## src/rtl/mult_seq_control.sv

```systemverilog
// -----------------------------------------------------------------------------
// mult_seq_control
// Control FSM for the signed shift-add multiplier datapath (X:A:B registers,
// 9-bit adder/subtractor, switch input SW). One multiplication per Run
// request: clear X/A, then N_BITS add-then-shift pairs (the final conditional
// operation is a subtract, since the multiplier MSB carries negative weight),
// then hold the product until Run is released.
//
// Ports:
//   Clk           in  system clock, rising-edge active
//   Reset         in  asynchronous, active-high; forces IDLE and zero outputs
//   Run           in  level multiply request
//   ClearA_LoadB  in  clear X/A and load B from SW (honoured only in IDLE)
//   M             in  current LSB of B (multiplier bit under examination)
//   Clr_XA        out clear X and A on the next edge
//   Ld_B          out load B from SW on the next edge
//   Add           out load A/X with A+SW
//   Sub           out load A/X with A-SW
//   Shift         out arithmetic right shift of X:A:B
//   Busy          out high from CLR through the last SHIFT
//   Done          out high in HALT (product valid in A:B)
// -----------------------------------------------------------------------------
module mult_seq_control #(
    parameter int N_BITS = 8
) (
    input  logic Clk,
    input  logic Reset,
    input  logic Run,
    input  logic ClearA_LoadB,
    input  logic M,
    output logic Clr_XA,
    output logic Ld_B,
    output logic Add,
    output logic Sub,
    output logic Shift,
    output logic Busy,
    output logic Done
);

    localparam int CW = $clog2(N_BITS) + 1;
    localparam logic [CW-1:0] LAST_STEP = CW'(N_BITS - 1);
    localparam logic [CW-1:0] ALL_STEPS = CW'(N_BITS);

    typedef enum logic [2:0] {
        S_IDLE  = 3'd0,
        S_CLR   = 3'd1,
        S_ADD   = 3'd2,
        S_SHIFT = 3'd3,
        S_HALT  = 3'd4
    } state_t;

    state_t          r_state;
    state_t          w_state_nxt;
    logic [CW-1:0]   r_cnt;
    logic [CW-1:0]   w_cnt_nxt;
    logic [CW-1:0]   w_cnt_inc;

    logic w_clr_xa;
    logic w_ld_b;
    logic w_add;
    logic w_sub;
    logic w_shift;
    logic w_busy;
    logic w_done;

    assign w_cnt_inc = r_cnt + CW'(1);

    // State and bit-counter registers
    always_ff @(posedge Clk or posedge Reset) begin
        if (Reset) begin
            r_state <= S_IDLE;
            r_cnt   <= '0;
        end else begin
            r_state <= w_state_nxt;
            r_cnt   <= w_cnt_nxt;
        end
    end

    // Next-state, counter and raw (Mealy) enable decode
    always_comb begin
        w_state_nxt = r_state;
        w_cnt_nxt   = r_cnt;
        w_clr_xa    = 1'b0;
        w_ld_b      = 1'b0;
        w_add       = 1'b0;
        w_sub       = 1'b0;
        w_shift     = 1'b0;
        w_busy      = 1'b0;
        w_done      = 1'b0;
        case (r_state)
            S_IDLE: begin
                // Run wins over ClearA_LoadB: no load/clear when both are up.
                if (Run) begin
                    w_state_nxt = S_CLR;
                    w_cnt_nxt   = '0;
                end else if (ClearA_LoadB) begin
                    w_ld_b   = 1'b1;
                    w_clr_xa = 1'b1;
                end else begin
                    w_state_nxt = S_IDLE;
                end
            end
            S_CLR: begin
                w_clr_xa    = 1'b1;
                w_busy      = 1'b1;
                w_state_nxt = S_ADD;
            end
            S_ADD: begin
                w_busy = 1'b1;
                // Last multiplier bit is the sign bit: subtract instead of add.
                if (r_cnt == LAST_STEP) begin
                    w_sub = M;
                end else begin
                    w_add = M;
                end
                w_state_nxt = S_SHIFT;
            end
            S_SHIFT: begin
                w_shift   = 1'b1;
                w_busy    = 1'b1;
                w_cnt_nxt = w_cnt_inc;
                if (w_cnt_inc == ALL_STEPS) begin
                    w_state_nxt = S_HALT;
                end else begin
                    w_state_nxt = S_ADD;
                end
            end
            S_HALT: begin
                w_done = 1'b1;
                // Run must be seen low before another multiplication can start.
                if (Run) begin
                    w_state_nxt = S_HALT;
                end else begin
                    w_state_nxt = S_IDLE;
                end
            end
            default: begin
                w_state_nxt = S_IDLE;
                w_cnt_nxt   = '0;
            end
        endcase
    end

    // Output gating: Reset kills every enable immediately, including the
    // IDLE-state Ld_B/Clr_XA that would otherwise follow ClearA_LoadB.
    always_comb begin
        if (Reset) begin
            Clr_XA = 1'b0;
            Ld_B   = 1'b0;
            Add    = 1'b0;
            Sub    = 1'b0;
            Shift  = 1'b0;
            Busy   = 1'b0;
            Done   = 1'b0;
        end else begin
            Clr_XA = w_clr_xa;
            Ld_B   = w_ld_b;
            Add    = w_add;
            Sub    = w_sub;
            Shift  = w_shift;
            Busy   = w_busy;
            Done   = w_done;
        end
    end

endmodule

```

## config.mk

```make
export PLATFORM = sky130hd
export DESIGN_NAME = mult_seq_control
export DESIGN_NICKNAME = d
export VERILOG_FILES = /design/src/rtl/mult_seq_control.sv
export SDC_FILE = /design/constraint.sdc
export NUM_CORES = 1
export LEC_CHECK = 0
export ABC_AREA = 0
export CAP_MARGIN = 10
export CORE_AREA = 2 2 39 41
export DETAILED_ROUTE_END_ITERATION = 6
export DIE_AREA = 0 0 41 43
export GPL_TIMING_DRIVEN = 0
export SYNTH_ARGS = -nofsm -noshare
export SYNTH_HDL_FRONTEND = slang
export SYNTH_SLANG_ARGS = --single-unit
export TNS_END_PERCENT = 100
```

## constraint.sdc

```tcl
create_clock -name Clk -period 1.6 [get_ports Clk]
set_clock_uncertainty 0.2 [all_clocks]
set_input_delay 0.32 -clock Clk [delete_from_list [all_inputs] [get_ports Clk]]
set_output_delay 0.32 -clock Clk [all_outputs]
set_load 0.03 [all_outputs]
```

==> flow_metrics.tcl, run 1 <==
set metrics [dict create \
    die_area_um2 1763 \
    avgSynthCellArea_um2 8.607 \
    drt_iter0_markers 6 \
    violations "negative setup slack" \
    drv_cap 0 \
    grt_pass1_vias 532 \
    cts_root_buf "clkbuf_4" \
    ys_seq_area_frac 0.3509 \
    hold_viol 0 \
    worstPathCellList "inv_1 > nand2_2 > o31ai_2 > buf_4" \
    crit_type "reg -> out" \
    wirelength_mm 1.392 \
    synth_top_area_frac 0.3509 \
    worstPathRequired_ps 1080 \
    synthTopCellsByArea "dfrtp_1 (35%), nand3_1 (6.0%), nand2_1 (4.5%), nor2_1 (4.5%), nor3_1 (4.0%)" \
    endpoint_kind "output port" \
    vias 516 \
    grt_pass1_wl_mm 2.394 \
    relSlewSlack 0.7626 \
    synth-seq-cells 7 \
    post-route-util 0.5443 \
    antenna_found_initial 0 \
    setup_tns_ps -1513 \
    hp-class "in -> async" \
    cts_buffers 3 \
    r2r_end "r_cnt[3]" \
    nets 87 \
    p_leak_nw 0.3136 \
    portBuffers 11 \
    ff2ff_path_depth 6 \
    syn_nets 64 \
    cp.depth 4 \
    ant_nets 0 \
    yosysWarningCount 0 \
    die_w_um 41 \
    firstDrtPassIters 4 \
    cp-startpoint "r_state[2]" \
    worstMarginPinSlew_ps 356.2 \
    row_count 14 \
    viasPerCell 5.375 \
    fillers 141 \
    routedWlPerCell_um 14.50 \
    critPathTopFamily "flip-flops" \
    finalCritPeriodShare 1.173 \
    synth.most_common_cell "dfrtp_1" \
    period_needed_ps 1877 \
    antennaDiodeCount 0 \
    cts_tree "built" \
    synth_ff_type "dfrtp_1" \
    hold_buffers 0 \
    slowest_delay_ps 470 \
    setup.worst_path.end "Clr_XA" \
    netlist_area_um2 499.2 \
    seq_area_um2 178.9 \
    critPathBufInv 2 \
    dp_hpwl_um 899.3 \
    worstPathMaxFanout 6 \
    area_delta_synth_final_pct 50.88 \
    drive_gt1_frac 0.4750 \
    ir_drop_v 0.0007958 \
    multi_input_area_um2 339.1 \
    grt_max_degree 11 \
    rsz0062_at_grt "true" \
    design_area_um2 753.2 \
    synth_cell_types 30 \
    synth_area_leader_cell "dfrtp_1" \
    grt_overflow 0 \
    htreeDepth 1 \
    critPathSlowestCell "dfrtp_2" \
    clockBufferDepth 2 \
    fp.dieH_um 43 \
    synth-async-reset-ratio 1.000 \
    grt_usage 0.1962 \
    maxSlewViolCount 0 \
    gp_congestion 0.8156 \
    setup_violations 7 \
    power.density_nw_per_um2 1619 \
    drc 0 \
    yosys-top-cells-count "dfrtp_1 (7), nand2_1 (6), nand3_1 (6), nor2_1 (6)" \
    worstReg2RegStart "r_state[0]" \
    insertion_delay_ps 260 \
    critical_path_arrival_ps 1360 \
    rrSetupSlack_ps 90 \
    timing.final.ws_setup_ps -277.5 \
    placed_area_um2 654.4 \
    cts.sinks 7 \
    core_area_um2 1384 \
    cts.clk_slew.worst_paths_ps 60 \
    synth-edff-count 0 \
    io_pins 12 \
    max_freq_mhz 532.6 \
    syn_inst 58 \
    run_status "complete, but fails checks" \
    startpoint_type "flip-flop" \
    initial_core_util 0.3608 \
]
## power breakdown
| group | leakage (nW) | switching [mW] | internal (mW) |
|---|---|---|---|
| Combinational | 0.218 | 0.392 | 0.339 |
| Clock | 0.0150 | 0.0732 | 0.0957 |
| Sequential | 0.0805 | 0.0670 | 0.253 |
| Total | 0.314 | 0.532 | 0.687 |
## how the worst min path moves through the flow
| stage | start | end | depth (start not counted) |
|---|---|---|---|
| 2_1_floorplan | Reset | r_cnt[0] | 1 |
| 4_1_cts | Reset | r_state[1] | 2 |
| 3_3_place_gp | r_state[0] | r_state[0] | 2 |
| 5_1_grt | Reset | r_cnt[3] | 2 |
| 3_5_place_dp | r_state[0] | r_state[0] | 2 |
| 6_report | Reset | r_state[1] | 2 |
## layout by cell type (no fill, tap or decap), drive strengths merged
cell / n
clkbuf: 4
nor3b: 2
nand3: 6
nor4bb: 1
a21boi: 1
nor3: 5
o21ai: 1
ha: 1
o31ai: 1
dlygate4sd2: 1
or3: 1
xnor2: 1
o21a: 1
nand2b: 1
inv: 4
dfrtp: 7
and3b: 1
o2111ai: 2
mux2i: 1
nor2: 6
o211ai: 2
clkdlybuf4s50: 3
nand2: 6
a31oi: 1
buf: 17
nand4: 1
o22ai: 1
xor2: 1
## routing by layer
metal | vias up | global-route usage | routed length [um]
met3 | 2 | 0.01571 | 32
met5 | - | 0 | 0
met2 | 11 | 0.2875 | 686
met1 | 250 | 0.2862 | 661
met4 | 0 | 0.08000 | 11
li1 | 253 | - | -
## state kept, by name, indices dropped and copies added, names as in the netlist
| signal | cells |
|---|---|
| r_cnt | 4 |
| r_state | 3 |
## cell type report
| class | count | area share |
|---|---|---|
| Clock buffer | 4 | 0.03488 |
| Buffer | 2 | 0.02990 |
| Multi-Input combinational cell | 44 | 0.4502 |
| Tap cell | 16 | 0.02658 |
| Inverter | 4 | 0.01993 |
| Timing Repair Buffer | 19 | 0.2010 |
| Sequential cell | 7 | 0.2375 |
## kinds of logic (layout without fill, tap and decap cells)
kind of cell / after synthesis / after routing / share of synthesized area
AO/OA/AOI/OAI: 10 / 10 / 0.1654
buffers and inverters: 7 / 29 / 0.07768
flip-flops: 7 / 7 / 0.3509
adder cells (fa/ha/maj): 1 / 1 / 0.02506
AND/OR/NAND/NOR: 30 / 30 / 0.3258
XOR/XNOR: 2 / 2 / 0.03509
multiplexers: 1 / 1 / 0.02005
## stage by stage
stage          power (mW)  cells  hold slack [ps]  worst slack, ps
6_report            1.219     96            107.6           -277.5
5_1_grt             1.311     96            149.4           -370.2
4_1_cts             1.210     96            104.6           -267.6
3_5_place_dp       0.8839     85            367.0           -982.7
3_3_place_gp       0.8751     85            360.6           -953.1
2_1_floorplan      0.7393     58           -76.60           -156.4
## timing repair
item                                    CTS  global route
pin swaps                                 6             0
setup buffers                             8             0
gates resized for setup                  55             0
endpoints found under the setup margin    7             7
No activity file was read; power rests on OpenSTA's default activity.
==> run 2, diff against run 1 <==
--- a/config.mk
+++ b/config.mk
@@ -11,6 +11,9 @@
 export DETAILED_ROUTE_END_ITERATION = 6
 export DIE_AREA = 0 0 41 43
 export GPL_TIMING_DRIVEN = 0
+export HOLD_SLACK_MARGIN = 0.06
+export RECOVER_POWER = 25
+export SETUP_SLACK_MARGIN = 0.5
 export SYNTH_ARGS = -nofsm -noshare
 export SYNTH_HDL_FRONTEND = slang
 export SYNTH_SLANG_ARGS = --single-unit
==> flow_metrics.tcl, run 2 (same netlist as run 1, synthesis figures left out) <==
set metrics [dict create \
    run_status "complete, but fails checks" \
    violations "negative setup slack" \
    hold_viol 0 \
    io_pins 12 \
    critical_path_arrival_ps 1390 \
    drv_cap 0 \
    ir_drop_v 0.0009607 \
    hp-class "in -> async" \
    core_area_um2 1384 \
    critPathTopFamily "simple AND/OR/NAND/NOR gates" \
    endpoint_kind "output port" \
    clkPwrFrac 0.108 \
    grt_max_degree 11 \
    max_freq_mhz 522.4 \
    pwr-share-comb 0.658 \
    switchingPower_uw 692.9 \
    hold_slack_ps 28.14 \
    cts_tree "built" \
    startpoint_type "flip-flop" \
    row_count 14 \
    biggestRegsByFlops "r_cnt x4, r_state x3" \
    total_power_mw 1.592 \
    worstMarginPinSlew_ps 300.1 \
    cts.sinks 7 \
    critPathSlowestCell "dfrtp_1" \
    initial_core_util 0.3608 \
    placed_cells 85 \
    ant_nets 0 \
    vias 589 \
    top_register "r_cnt" \
    insertion_delay_ps 270 \
    gp_congestion 0.7962 \
    die_area_um2 1763 \
    crit_type "reg -> out" \
    htreeDepth 1 \
    clockBufferDepth 2 \
    antennaDiodeCount 0 \
    final_common_cell "buf_6" \
    fin_cells 106 \
    die_w_um 41 \
    critPathBufInv 2 \
    layout_common_cells "buf_6 (16), buf_4 (10), nor2_4 (4), dfrtp_2 (4)" \
    drc 0 \
    drt_iter0_markers 6 \
    worstPathMaxFanout 4 \
    cts_buffers 3 \
    worstPathCellList "buf_6 > nor3_4 > nand3_2 > nor3_4 > buf_6" \
    dp_hpwl_um 931.3 \
    seq_power_share 0.233 \
    grt_usage 0.2002 \
    rsz0062_at_grt "true" \
    setup_violations 9 \
    firstDrtPassIters 4 \
    period_needed_ps 1914 \
    worstPathRequired_ps 1080 \
    p_sw_frac 0.4353 \
    grt_overflow 0 \
    p_leak_nw 0.4225 \
    ff2ff_path_depth 8 \
    finalCritPeriodShare 1.197 \
    cp.depth 5 \
    timing.final.ws_setup_ps -314.4 \
    antenna_found_initial 0 \
    grt_pass1_wl_mm 2.325 \
    cts.clk_slew.worst_paths_ps 60 \
    nets 97 \
    relSlewSlack 0.7997 \
    largest_register_ffs 4 \
    intPower_uw 898.8 \
    cts_root_buf "clkbuf_4" \
    drive_gt1_frac 0.6889 \
    slowest_delay_ps 370 \
    maxSlewViolCount 0 \
    viasPerCell 5.557 \
    wirelength_mm 1.709 \
    power.density_nw_per_um2 1578 \
    portBuffers 11 \
    routedWlPerCell_um 16.12 \
    area_delta_synth_final_pct 102.0 \
    fp.dieH_um 43 \
    grt_pass1_vias 522 \
]
run 2: worst paths after layout:
| path | from | slack (ps) | to |
|---|---|---|---|
| max reg2reg | r_state[2] | -80 | r_cnt[3] |
| max | r_state[2] | -310 | Sub |
| min in group Clk | Run | 380 | r_state[0] |
| min reg2reg | r_cnt[1] | 420 | r_cnt[1] |
| min | Reset | 30 | r_state[0] |
| max in group asynchronous | Reset | 910 | r_cnt[0] |
run 2: metal layers:
| metal | vias up | routed length (um) | track usage |
|---|---|---|---|
| met5 | - | 0 | 0 |
| met1 | 291 | 675 | 0.2341 |
| met2 | 17 | 939 | 0.3313 |
| met3 | 4 | 69 | 0.06283 |
| li1 | 277 | - | - |
| met4 | 0 | 24 | 0.06000 |
run 2: cell type report:
class                      count  area [um^2]
sequential                     7        180.2
buffer                         3        42.54
timing repair buffer          28        272.8
tap                           16        20.02
inverter                       4        20.02
fill                         103        375.4
multi-input combinational     44        446.7
clock buffer                   4        26.28
run 2: what timing repair did:
action / CTS / global route
setup endpoints to repair: 14 / 14
hold endpoints to repair: 7 / 2
setup buffers: 9 / 8
gates resized for setup: 67 / 13
pin swaps: 5 / 11
run 2: worst reg2reg max path, stage by stage, from the launching register on:
cell and delay [ps]:
dfrtp_1 370, buf_6 130, buf_4 130, buf_6 120, buf_6 110, buf_6 120, nor4bb_1 130, a31oi_1 160
o21ai_1 90
run 2: power groups by stage:
stage | sequential (mW) | clock (mW) | combinational [mW]
2_1_floorplan | 0.356 | 0 | 0.505
3_3_place_gp | 0.379 | 0 | 0.626
3_5_place_dp | 0.382 | 0 | 0.638
4_1_cts | 0.376 | 0.166 | 0.809
5_1_grt | 0.381 | 0.188 | 1.12
6_report | 0.372 | 0.172 | 1.05
run 2: through the flow:
step           TNS (ps)    util  setup WS, ps  instance area (um^2)
2_1_floorplan    -13.45       -        -13.45                 615.6
3_3_place_gp      -6681  0.5389         -1110                 745.7
3_5_place_dp      -6699  0.5389         -1117                 745.7
4_1_cts           -1483  0.6483        -308.6                 897.1
5_1_grt           -2429  0.7288        -367.0                  1008
6_report          -1935  0.7288        -314.4                  1008
